===== src/rtl/rv_mem_pkg.sv =====
// rv_mem_pkg: shared types for the IF/MA memory arbiter.
//   arb_state_t : arbiter FSM states
//   owner_t     : which requester owns (or last owned) the memory
//   BE_WORD     : full-word byte enable forced for fetches
package rv_mem_pkg;

  typedef enum logic [1:0] {ST_IDLE, ST_IF, ST_MA} arb_state_t;

  typedef enum logic {OWN_IF, OWN_MA} owner_t;

  localparam logic [3:0] BE_WORD = 4'hF;

endpackage


===== src/rtl/mem_arbiter_if.sv =====
// mem_arbiter_if: bundles the fetch (if_*), data (ma_*) and memory (mem_*) handshakes.
//   slave  : arbiter view (requests/ack in, grants/completions/memory access out)
//   master : environment view (requesters plus memory model)
interface mem_arbiter_if;

  logic        if_req;
  logic [31:0] if_addr;
  logic        if_gnt;
  logic        if_rvalid;
  logic [31:0] if_rdata;
  logic        if_err;

  logic        ma_req;
  logic        ma_we;
  logic [31:0] ma_addr;
  logic [31:0] ma_wdata;
  logic [3:0]  ma_be;
  logic        ma_gnt;
  logic        ma_rvalid;
  logic [31:0] ma_rdata;
  logic        ma_err;

  logic        mem_req;
  logic        mem_we;
  logic [31:0] mem_addr;
  logic [31:0] mem_wdata;
  logic [3:0]  mem_be;
  logic        mem_ack;
  logic [31:0] mem_rdata;

  modport slave (
    input  if_req, if_addr,
    input  ma_req, ma_we, ma_addr, ma_wdata, ma_be,
    input  mem_ack, mem_rdata,
    output if_gnt, if_rvalid, if_rdata, if_err,
    output ma_gnt, ma_rvalid, ma_rdata, ma_err,
    output mem_req, mem_we, mem_addr, mem_wdata, mem_be
  );

  modport master (
    output if_req, if_addr,
    output ma_req, ma_we, ma_addr, ma_wdata, ma_be,
    output mem_ack, mem_rdata,
    input  if_gnt, if_rvalid, if_rdata, if_err,
    input  ma_gnt, ma_rvalid, ma_rdata, ma_err,
    input  mem_req, mem_we, mem_addr, mem_wdata, mem_be
  );

endinterface


===== src/rtl/mem_wdog.sv =====
// mem_wdog: access watchdog counter.
//   clk, rst : clock, async active-high reset
//   clr      : synchronous clear (has priority over en)
//   en       : count one cycle
//   expired  : count has reached TIMEOUT-1
module mem_wdog #(
  parameter int unsigned TIMEOUT = 16
) (
  input  logic clk,
  input  logic rst,
  input  logic clr,
  input  logic en,
  output logic expired
);

  localparam int unsigned CW = $clog2(TIMEOUT);
  localparam logic [CW-1:0] LAST = CW'(TIMEOUT - 1);

  logic [CW-1:0] count_q;

  always_ff @(posedge clk or posedge rst) begin
    if (rst) begin
      count_q <= '0;
    end else if (clr) begin
      count_q <= '0;
    end else if (en) begin
      count_q <= count_q + CW'(1);
    end
  end

  assign expired = (count_q == LAST);

endmodule


===== src/rtl/mem_arbiter.sv =====
// mem_arbiter: shares one single-port memory between fetch (IF) and data access (MA).
//   clk, rst : clock, async active-high reset
//   bus      : mem_arbiter_if.slave carrying the IF/MA req/gnt handshakes, their
//              completions (rvalid/rdata/err) and the memory req/ack access.
// One access at a time; ties alternate owners; an unacknowledged access is aborted
// after TIMEOUT cycles of mem_req and completed with err.
module mem_arbiter
  import rv_mem_pkg::*;
#(
  parameter int unsigned TIMEOUT = 16
) (
  input  logic          clk,
  input  logic          rst,
  mem_arbiter_if.slave  bus
);

  arb_state_t  state_q, state_d;
  owner_t      last_owner_q, last_owner_d;

  logic        if_gnt_q, if_gnt_d, if_rvalid_q, if_rvalid_d, if_err_q, if_err_d;
  logic [31:0] if_rdata_q, if_rdata_d;
  logic        ma_gnt_q, ma_gnt_d, ma_rvalid_q, ma_rvalid_d, ma_err_q, ma_err_d;
  logic [31:0] ma_rdata_q, ma_rdata_d;
  logic        mem_we_q, mem_we_d;
  logic [31:0] mem_addr_q, mem_addr_d, mem_wdata_q, mem_wdata_d;
  logic [3:0]  mem_be_q, mem_be_d;

  logic        idle;
  logic        expired;

  assign idle = (state_q == ST_IDLE);

  // Counter sits at 0 in idle, so the first busy cycle is count 0.
  mem_wdog #(
    .TIMEOUT (TIMEOUT)
  ) u_wdog (
    .clk     (clk),
    .rst     (rst),
    .clr     (idle),
    .en      (!idle),
    .expired (expired)
  );

  always_comb begin
    state_d      = state_q;
    last_owner_d = last_owner_q;
    if_gnt_d     = 1'b0;
    if_rvalid_d  = 1'b0;
    if_err_d     = 1'b0;
    if_rdata_d   = if_rdata_q;
    ma_gnt_d     = 1'b0;
    ma_rvalid_d  = 1'b0;
    ma_err_d     = 1'b0;
    ma_rdata_d   = ma_rdata_q;
    mem_we_d     = mem_we_q;
    mem_addr_d   = mem_addr_q;
    mem_wdata_d  = mem_wdata_q;
    mem_be_d     = mem_be_q;

    case (state_q)
      ST_IDLE: begin
        // IF wins when alone, or on a tie when MA owned the previous access.
        if (bus.if_req && (!bus.ma_req || last_owner_q == OWN_MA)) begin
          state_d      = ST_IF;
          last_owner_d = OWN_IF;
          if_gnt_d     = 1'b1;
          mem_we_d     = 1'b0;
          mem_addr_d   = bus.if_addr;
          mem_wdata_d  = '0;
          mem_be_d     = BE_WORD;
        end else if (bus.ma_req) begin
          state_d      = ST_MA;
          last_owner_d = OWN_MA;
          ma_gnt_d     = 1'b1;
          mem_we_d     = bus.ma_we;
          mem_addr_d   = bus.ma_addr;
          mem_wdata_d  = bus.ma_wdata;
          mem_be_d     = bus.ma_be;
        end
      end
      ST_IF: begin
        // Ack is tested first so it wins over a simultaneous timeout.
        if (bus.mem_ack) begin
          state_d     = ST_IDLE;
          if_rvalid_d = 1'b1;
          if_rdata_d  = bus.mem_rdata;
        end else if (expired) begin
          state_d     = ST_IDLE;
          if_rvalid_d = 1'b1;
          if_rdata_d  = '0;
          if_err_d    = 1'b1;
        end
      end
      ST_MA: begin
        if (bus.mem_ack) begin
          state_d     = ST_IDLE;
          ma_rvalid_d = 1'b1;
          ma_rdata_d  = mem_we_q ? 32'h0 : bus.mem_rdata;
        end else if (expired) begin
          state_d     = ST_IDLE;
          ma_rvalid_d = 1'b1;
          ma_rdata_d  = '0;
          ma_err_d    = 1'b1;
        end
      end
      default: begin
        state_d = ST_IDLE;
      end
    endcase
  end

  always_ff @(posedge clk or posedge rst) begin
    if (rst) begin
      state_q      <= ST_IDLE;
      last_owner_q <= OWN_IF;
      if_gnt_q     <= 1'b0;
      if_rvalid_q  <= 1'b0;
      if_err_q     <= 1'b0;
      if_rdata_q   <= '0;
      ma_gnt_q     <= 1'b0;
      ma_rvalid_q  <= 1'b0;
      ma_err_q     <= 1'b0;
      ma_rdata_q   <= '0;
      mem_we_q     <= 1'b0;
      mem_addr_q   <= '0;
      mem_wdata_q  <= '0;
      mem_be_q     <= '0;
    end else begin
      state_q      <= state_d;
      last_owner_q <= last_owner_d;
      if_gnt_q     <= if_gnt_d;
      if_rvalid_q  <= if_rvalid_d;
      if_err_q     <= if_err_d;
      if_rdata_q   <= if_rdata_d;
      ma_gnt_q     <= ma_gnt_d;
      ma_rvalid_q  <= ma_rvalid_d;
      ma_err_q     <= ma_err_d;
      ma_rdata_q   <= ma_rdata_d;
      mem_we_q     <= mem_we_d;
      mem_addr_q   <= mem_addr_d;
      mem_wdata_q  <= mem_wdata_d;
      mem_be_q     <= mem_be_d;
    end
  end

  assign bus.if_gnt    = if_gnt_q;
  assign bus.if_rvalid = if_rvalid_q;
  assign bus.if_rdata  = if_rdata_q;
  assign bus.if_err    = if_err_q;
  assign bus.ma_gnt    = ma_gnt_q;
  assign bus.ma_rvalid = ma_rvalid_q;
  assign bus.ma_rdata  = ma_rdata_q;
  assign bus.ma_err    = ma_err_q;
  // Decoded from the state flop so reset drops it without a clock edge.
  assign bus.mem_req   = !idle;
  assign bus.mem_we    = mem_we_q;
  assign bus.mem_addr  = mem_addr_q;
  assign bus.mem_wdata = mem_wdata_q;
  assign bus.mem_be    = mem_be_q;

endmodule


===== src/flat_wrapper.sv =====
// flat-port wrapper written by rule: the top's interface ports become plain ports
module mem_arbiter_flat import rv_mem_pkg::*;
#(
  parameter int unsigned TIMEOUT = 16
)
  (clk, rst, bus_if_req, bus_if_addr, bus_ma_req, bus_ma_we, bus_ma_addr, bus_ma_wdata, bus_ma_be, bus_mem_ack, bus_mem_rdata, bus_if_gnt, bus_if_rvalid, bus_if_rdata, bus_if_err, bus_ma_gnt, bus_ma_rvalid, bus_ma_rdata, bus_ma_err, bus_mem_req, bus_mem_we, bus_mem_addr, bus_mem_wdata, bus_mem_be);
  mem_arbiter_if bus_i ();
  input  logic clk;
  input  logic rst;
  input wire logic [$bits(bus_i.if_req)-1:0] bus_if_req;
  input wire logic [$bits(bus_i.if_addr)-1:0] bus_if_addr;
  input wire logic [$bits(bus_i.ma_req)-1:0] bus_ma_req;
  input wire logic [$bits(bus_i.ma_we)-1:0] bus_ma_we;
  input wire logic [$bits(bus_i.ma_addr)-1:0] bus_ma_addr;
  input wire logic [$bits(bus_i.ma_wdata)-1:0] bus_ma_wdata;
  input wire logic [$bits(bus_i.ma_be)-1:0] bus_ma_be;
  input wire logic [$bits(bus_i.mem_ack)-1:0] bus_mem_ack;
  input wire logic [$bits(bus_i.mem_rdata)-1:0] bus_mem_rdata;
  output wire logic [$bits(bus_i.if_gnt)-1:0] bus_if_gnt;
  output wire logic [$bits(bus_i.if_rvalid)-1:0] bus_if_rvalid;
  output wire logic [$bits(bus_i.if_rdata)-1:0] bus_if_rdata;
  output wire logic [$bits(bus_i.if_err)-1:0] bus_if_err;
  output wire logic [$bits(bus_i.ma_gnt)-1:0] bus_ma_gnt;
  output wire logic [$bits(bus_i.ma_rvalid)-1:0] bus_ma_rvalid;
  output wire logic [$bits(bus_i.ma_rdata)-1:0] bus_ma_rdata;
  output wire logic [$bits(bus_i.ma_err)-1:0] bus_ma_err;
  output wire logic [$bits(bus_i.mem_req)-1:0] bus_mem_req;
  output wire logic [$bits(bus_i.mem_we)-1:0] bus_mem_we;
  output wire logic [$bits(bus_i.mem_addr)-1:0] bus_mem_addr;
  output wire logic [$bits(bus_i.mem_wdata)-1:0] bus_mem_wdata;
  output wire logic [$bits(bus_i.mem_be)-1:0] bus_mem_be;
  assign bus_i.if_req = bus_if_req;
  assign bus_i.if_addr = bus_if_addr;
  assign bus_i.ma_req = bus_ma_req;
  assign bus_i.ma_we = bus_ma_we;
  assign bus_i.ma_addr = bus_ma_addr;
  assign bus_i.ma_wdata = bus_ma_wdata;
  assign bus_i.ma_be = bus_ma_be;
  assign bus_i.mem_ack = bus_mem_ack;
  assign bus_i.mem_rdata = bus_mem_rdata;
  assign bus_if_gnt = bus_i.if_gnt;
  assign bus_if_rvalid = bus_i.if_rvalid;
  assign bus_if_rdata = bus_i.if_rdata;
  assign bus_if_err = bus_i.if_err;
  assign bus_ma_gnt = bus_i.ma_gnt;
  assign bus_ma_rvalid = bus_i.ma_rvalid;
  assign bus_ma_rdata = bus_i.ma_rdata;
  assign bus_ma_err = bus_i.ma_err;
  assign bus_mem_req = bus_i.mem_req;
  assign bus_mem_we = bus_i.mem_we;
  assign bus_mem_addr = bus_i.mem_addr;
  assign bus_mem_wdata = bus_i.mem_wdata;
  assign bus_mem_be = bus_i.mem_be;
  mem_arbiter #(.TIMEOUT(TIMEOUT)) u_core (.clk(clk), .rst(rst), .bus(bus_i));
endmodule

===== config.mk =====
export PLATFORM = sky130hd
export DESIGN_NAME = mem_arbiter_flat
export DESIGN_NICKNAME = d
export VERILOG_FILES = /design/src/rtl/rv_mem_pkg.sv /design/src/rtl/mem_arbiter_if.sv /design/src/rtl/mem_wdog.sv /design/src/rtl/mem_arbiter.sv /design/src/flat_wrapper.sv
export SDC_FILE = /design/constraint.sdc
export NUM_CORES = 1
export LEC_CHECK = 0
export CORE_AREA = 5 5 146 148
export DETAILED_ROUTE_END_ITERATION = 7
export DIE_AREA = 0 0 151 153
export PLACE_DENSITY = 0.64
export SYNTH_ARGS = -nofsm -noshare
export SYNTH_HDL_FRONTEND = slang
export SYNTH_HIERARCHICAL = 1
export SYNTH_SLANG_ARGS = --single-unit

===== constraint.sdc =====
create_clock -name clk -period 4.8 [get_ports clk]
set_clock_uncertainty 0.1 [all_clocks]
set_input_delay 0.72 -clock clk [delete_from_list [all_inputs] [get_ports clk]]
set_output_delay 0.72 -clock clk [all_outputs]
set_load 0.05 [all_outputs]

* After elaboration in Yosys (flattened, before gate mapping)
Cells that the tools add are included.
** Operators by class
- Add/subtract/negate cells :: 1
- Equality and inequality tests :: 5
- Muxes and demuxes :: 32
- Reduce and logical (&&, ||, !) cells :: 12
** Operators by type and width (number)
- 2-to-1 mux 32 bit :: 8
- 2-to-1 mux 1 bit :: 16
- 2-to-1 mux 4 bit :: 3
- 2-to-1 mux 2 bit :: 4
- AND reduction 2 bit :: 4
- adder 4 x 1 -> 4 bit (second input constant) :: 1
- == test 4 bit (second input constant) :: 1
- one-hot mux 2 bit (2 select lines) :: 1
- nonzero test 2 bit :: 2
- != test 3 x 1 -> 1 bit (second input constant) :: 1
- != test 3 bit (second input constant) :: 1
- == test 2 x 1 -> 1 bit (second input constant) :: 1
- == test 2 bit (second input constant) :: 1
- logical NOT 1 bit :: 2
- logical NOT 2 bit :: 1
- OR reduction 2 bit :: 1
- logical AND 1 bit :: 1
- logical OR 1 bit :: 1
** Storage, ports and cells
- Bits in registers :: 146
- Input bits :: 138
- Output and inout bits :: 140
- Logic and storage cells :: 65

* Longest topological paths before layout
- Depth in word-level cells :: 5
- Depth in mapped cells :: 8

* Modules after synthesis
The synthesis kept the hierarchy.
** Modules (own cells, without submodules)
- mem_arbiter :: instances 1, cells an instance 512, area an instance 5636.7 um^2, seq. area each 3553.4 um^2
- mem_wdog :: instances 1, cells an instance 18, area an instance 202.7 um^2, seq. area each 100.1 um^2

* Least setup slack after synthesis
No wires, ideal clock.
- Path type :: reg-to-output
- Start :: reg u_core.state_q[0]
- End :: out bus_mem_req
- Arrival time :: 1.122 ns
- Data required time :: 3.980 ns
- Setup slack :: 2.858 ns
- Stages on the path, launching flop included :: 4
- Cells stage by stage :: dfrtp_1 -> inv_1 -> ha_1 -> inv_1
** Between the ends
- Longest elaborated chain between the ends :: 2
** Ends and longest elaborated chain
- start: declaration :: RTL line mem_arbiter.sv:17 : arb_state_t state_q, state_d;
- start signal: assignment :: RTL line mem_arbiter.sv:129 : state_q <= state_d;
- logical NOT 2 bit :: RTL line mem_arbiter.sv:31 : assign idle = (state_q == ST_IDLE);
- named net u_core.idle :: RTL line mem_arbiter.sv:28 : logic idle;
- logical NOT 1 bit
- end: declaration :: RTL line flat_wrapper.sv:27 : output wire logic [$bits(bus_i.mem_req)-1:0] bus_mem_req;
The timed path passes the listed nets, and every way through them passes these cells.

* Worst setup path after layout
Same ends and word-level chain as after synthesis.

==> flow_metrics.env <==
export IMPL_gp_congestion=0.812
export IMPL_tns_ps=0
export IMPL_synth_seq_area_share=0.626
export IMPL_rsz0062_at_grt="false"
export IMPL_synthesis_area_um2=5840
export IMPL_synthAdderAreaFrac=0.00857
export IMPL_synth_compound_area_share=0.231
export IMPL_core_area_um2=19900
export IMPL_async_flop_share=1.00
export IMPL_synth_distinct_cells=32
export IMPL_cts_root_buf="clkbuf_16"
export IMPL_cap_viol_max_count=0
export IMPL_holdPathStages=2
export IMPL_cts_sinks=146
export IMPL_yosysMostFrequentCell="dfrtp_1"
export IMPL_dr_pass1_iters=4
export IMPL_yosysWarnings=6
export IMPL_r2r_end="u_core/bus.ma_rdata[21]"
export IMPL_fp_dieW_um=151
export IMPL_dp_slack_ps=1790
export IMPL_crit_top_cell="inv_1"
export IMPL_cp_max_fo=10
export IMPL_hold_path_class="flop to flop"
export IMPL_wl_per_cell_um=17.9
export IMPL_cp_start_kind="flop"
export IMPL_grt_pass1_vias=5248
export IMPL_synth_mux_area_frac=0.00793
export IMPL_power_density_nw_per_um2=859
export IMPL_avgSynthCellArea_um2=11.0
export IMPL_synthFlopType="dfrtp_1"
export IMPL_htreeDepth=4
export IMPL_endpoint_kind="output pin"
export IMPL_cts_resized=0
export IMPL_fin_nets=935
export IMPL_start_util=0.293
export IMPL_drt_iter0_markers=260
export IMPL_synth_seq_cells=146
export IMPL_cts_tree="yes"
export IMPL_hp_start="u_core/bus.ma_rdata[0]"
export IMPL_grt_overflow=0
export IMPL_cp_slowest_cell="clkdlybuf4s50_1"
export IMPL_dieArea_um2=23100
export IMPL_synth_edf_count=0
export IMPL_cts_setup_buffers=0
export IMPL_drive_gt1_frac=0.0682
export IMPL_min_period_ps=3160
export IMPL_cts_buffers_inserted=17
export IMPL_peakVddDrop_mv=0.467
export IMPL_worstMarginPinSlew_ps=1020
export IMPL_num_antenna_cells=0
export IMPL_yosys_area_top_type_share=0.626
export IMPL_clock_latency_ps=420
export IMPL_dieHeight_um=153
export IMPL_fin_crit_sh=0.658
export IMPL_arrival_ps=2340
export IMPL_syn_nets=672
export IMPL_yosys_area_share_xor_xnor=0.00150
export IMPL_hold_end="u_core/bus.ma_rdata[0]"
export IMPL_io_pins=278
export IMPL_ctsHoldBuffers=0
export IMPL_io_buffers=277
export IMPL_via_per_inst=4.66
export IMPL_grt_pass1_wl_um=29900
export IMPL_grt_max_degree=112
export IMPL_rrSetupSlack_ps=2470
export IMPL_yosysTopAreaCell="dfrtp_1"
export IMPL_dp_hpwl_um=13500
export IMPL_num_vias=5017
export IMPL_run_status="complete, no violations"
export IMPL_synth_area_leaders="dfrtp_1 63%, a22o_1 9.7%, o21ai_0 5.6%"
export IMPL_synth_top_family_by_area="compound AO/OA/AOI/OAI gates"
export IMPL_clock_fmax_mhz=316
export IMPL_cts_buffer_depth=2
export IMPL_nFillCells=1866
export IMPL_syn2layout_area_growth_pct=62.1
export IMPL_drc_errors=0
export IMPL_grt_use_total=0.164
export IMPL_reg2reg_from="u_core/u_wdog/count_q[0]"
export IMPL_path_clk_slew_ps=60
export IMPL_antenna_found_initial=0
export IMPL_setup_slack_ps=1640
export IMPL_crit_chain="inv_1 -> ha_1 -> inv_1 -> clkdlybuf4s50_1"
export IMPL_p_leak_nw=4.00
export IMPL_critical_path_class="flop to output pin"
export IMPL_slew_viol_final=0
export IMPL_hold_viol_final=0
export IMPL_setup_viol=0
export IMPL_synth_commonest_cells="146 x dfrtp_1, 66 x nand2_1, 65 x a22o_1, 65 x o21ai_0, 37 x nor2_1"
export IMPL_slowest_delay_ps=880
export IMPL_worst_r2r_cell_count=5
export IMPL_ant_nets=0
export IMPL_synth_simple_area_share=0.0789
export IMPL_wirelength_um=19200
export IMPL_crit_required_ps=3980
export IMPL_syn_inst=530
export IMPL_rows=52
export IMPL_max_slew_margin_rel=0.321
-- critical path: cells and delay by family (launching register included) --
kind | cells | cell delay, ps
adder cells (fa/ha/maj) | 1 | 350
buffers and inverters | 3 | 1210
flip-flops | 1 | 370
-- flip-flops by register name (all words and copies together) (netlist names), 2 cells and up --
name / cells
u_core/bus.if_rdata: 32
u_core/bus.ma_rdata: 32
u_core/bus.mem_addr: 32
u_core/bus.mem_be: 4
u_core/bus.mem_wdata: 32
u_core/state_q: 2
u_core/u_wdog/count_q: 4
-- metal layers --
layer,part of all wire,vias to the layer above,GRT usage
li1,-,2408,-
met1,0.42,2378,0.211
met2,0.46,223,0.252
met3,0.11,8,0.0800
met4,0.0064,0,0.0337
met5,0,-,0
-- stage by stage --
step	cells	power [mW]	util	hold slack [ps]	cell area, um2
2_1_floorplan	530	5.15	-	360	5840
3_3_place_gp	1044	6.75	0.445	363	8850
3_5_place_dp	1044	6.78	0.445	370	8850
4_1_cts	1076	8.22	0.475	384	9470
5_1_grt	1076	8.55	0.475	412	9470
6_report	1076	8.13	0.475	378	9470
-- placed cells by master, fill, tap and decap left out, types with 2 or more instances in the layout --
cell type        count
inv_6                7
ha_1                 4
nor2b_2              2
o21ai_4              3
and3b_1              2
dfrtp_1            146
o21ai_0             65
nor2_1              37
a21oi_1             33
o22a_1               4
nand2_1             66
bufinv_16            3
inv_1                7
a31oi_1             32
clkinvlp_4           2
a22o_1              65
clkdlybuf4s50_1    277
buf_4               13
clkbuf_16           17
mux2i_1              2
-- power breakdown --
| group | internal [mW] | switching [mW] |
|---|---|---|
| clock | 0.843 | 0.560 |
| combinational | 1.53 | 3.04 |
| sequential | 1.82 | 0.336 |
| total | 4.19 | 3.94 |
-- cell families (layout without fill, tap and decap cells) --
logic type,after synthesis,in the layout
muxes,4,4
xor gates and xnor gates,1,1
adders and majority gates,4,4
DFF,146,146
AOI/OAI and AO/OA,206,206
buffers and inverters,55,331
and+or+nand+nor,114,114
-- layout make-up --
class / count / area, um2 / share of cell area
timing repair buffer: 290 / 2870 / 0.303
tap: 270 / 338 / 0.0357
multi-input combinational: 329 / 1950 / 0.206
clock inverter: 13 / 171 / 0.0181
clock buffer: 19 / 443 / 0.0468
sequential: 146 / 3650 / 0.386
inverter: 9 / 41.3 / 0.00436
-- worst max path at each step --
stage                      startpoint                       end  slack, ps  cells past startpoint
finish              u_core/state_q[0]               bus_mem_req       1640                      4
global route        u_core/state_q[0]               bus_mem_req       1500                      4
CTS                 u_core/state_q[0]               bus_mem_req       1600                      4
detailed placement         bus_if_req   u_core/bus.mem_wdata[4]       1790                      5
global placement           bus_if_req  u_core/bus.mem_wdata[24]       1870                      5
floorplan                         rst         u_core/bus.if_err        170                      1
Power figures use the tool's default switching activity.
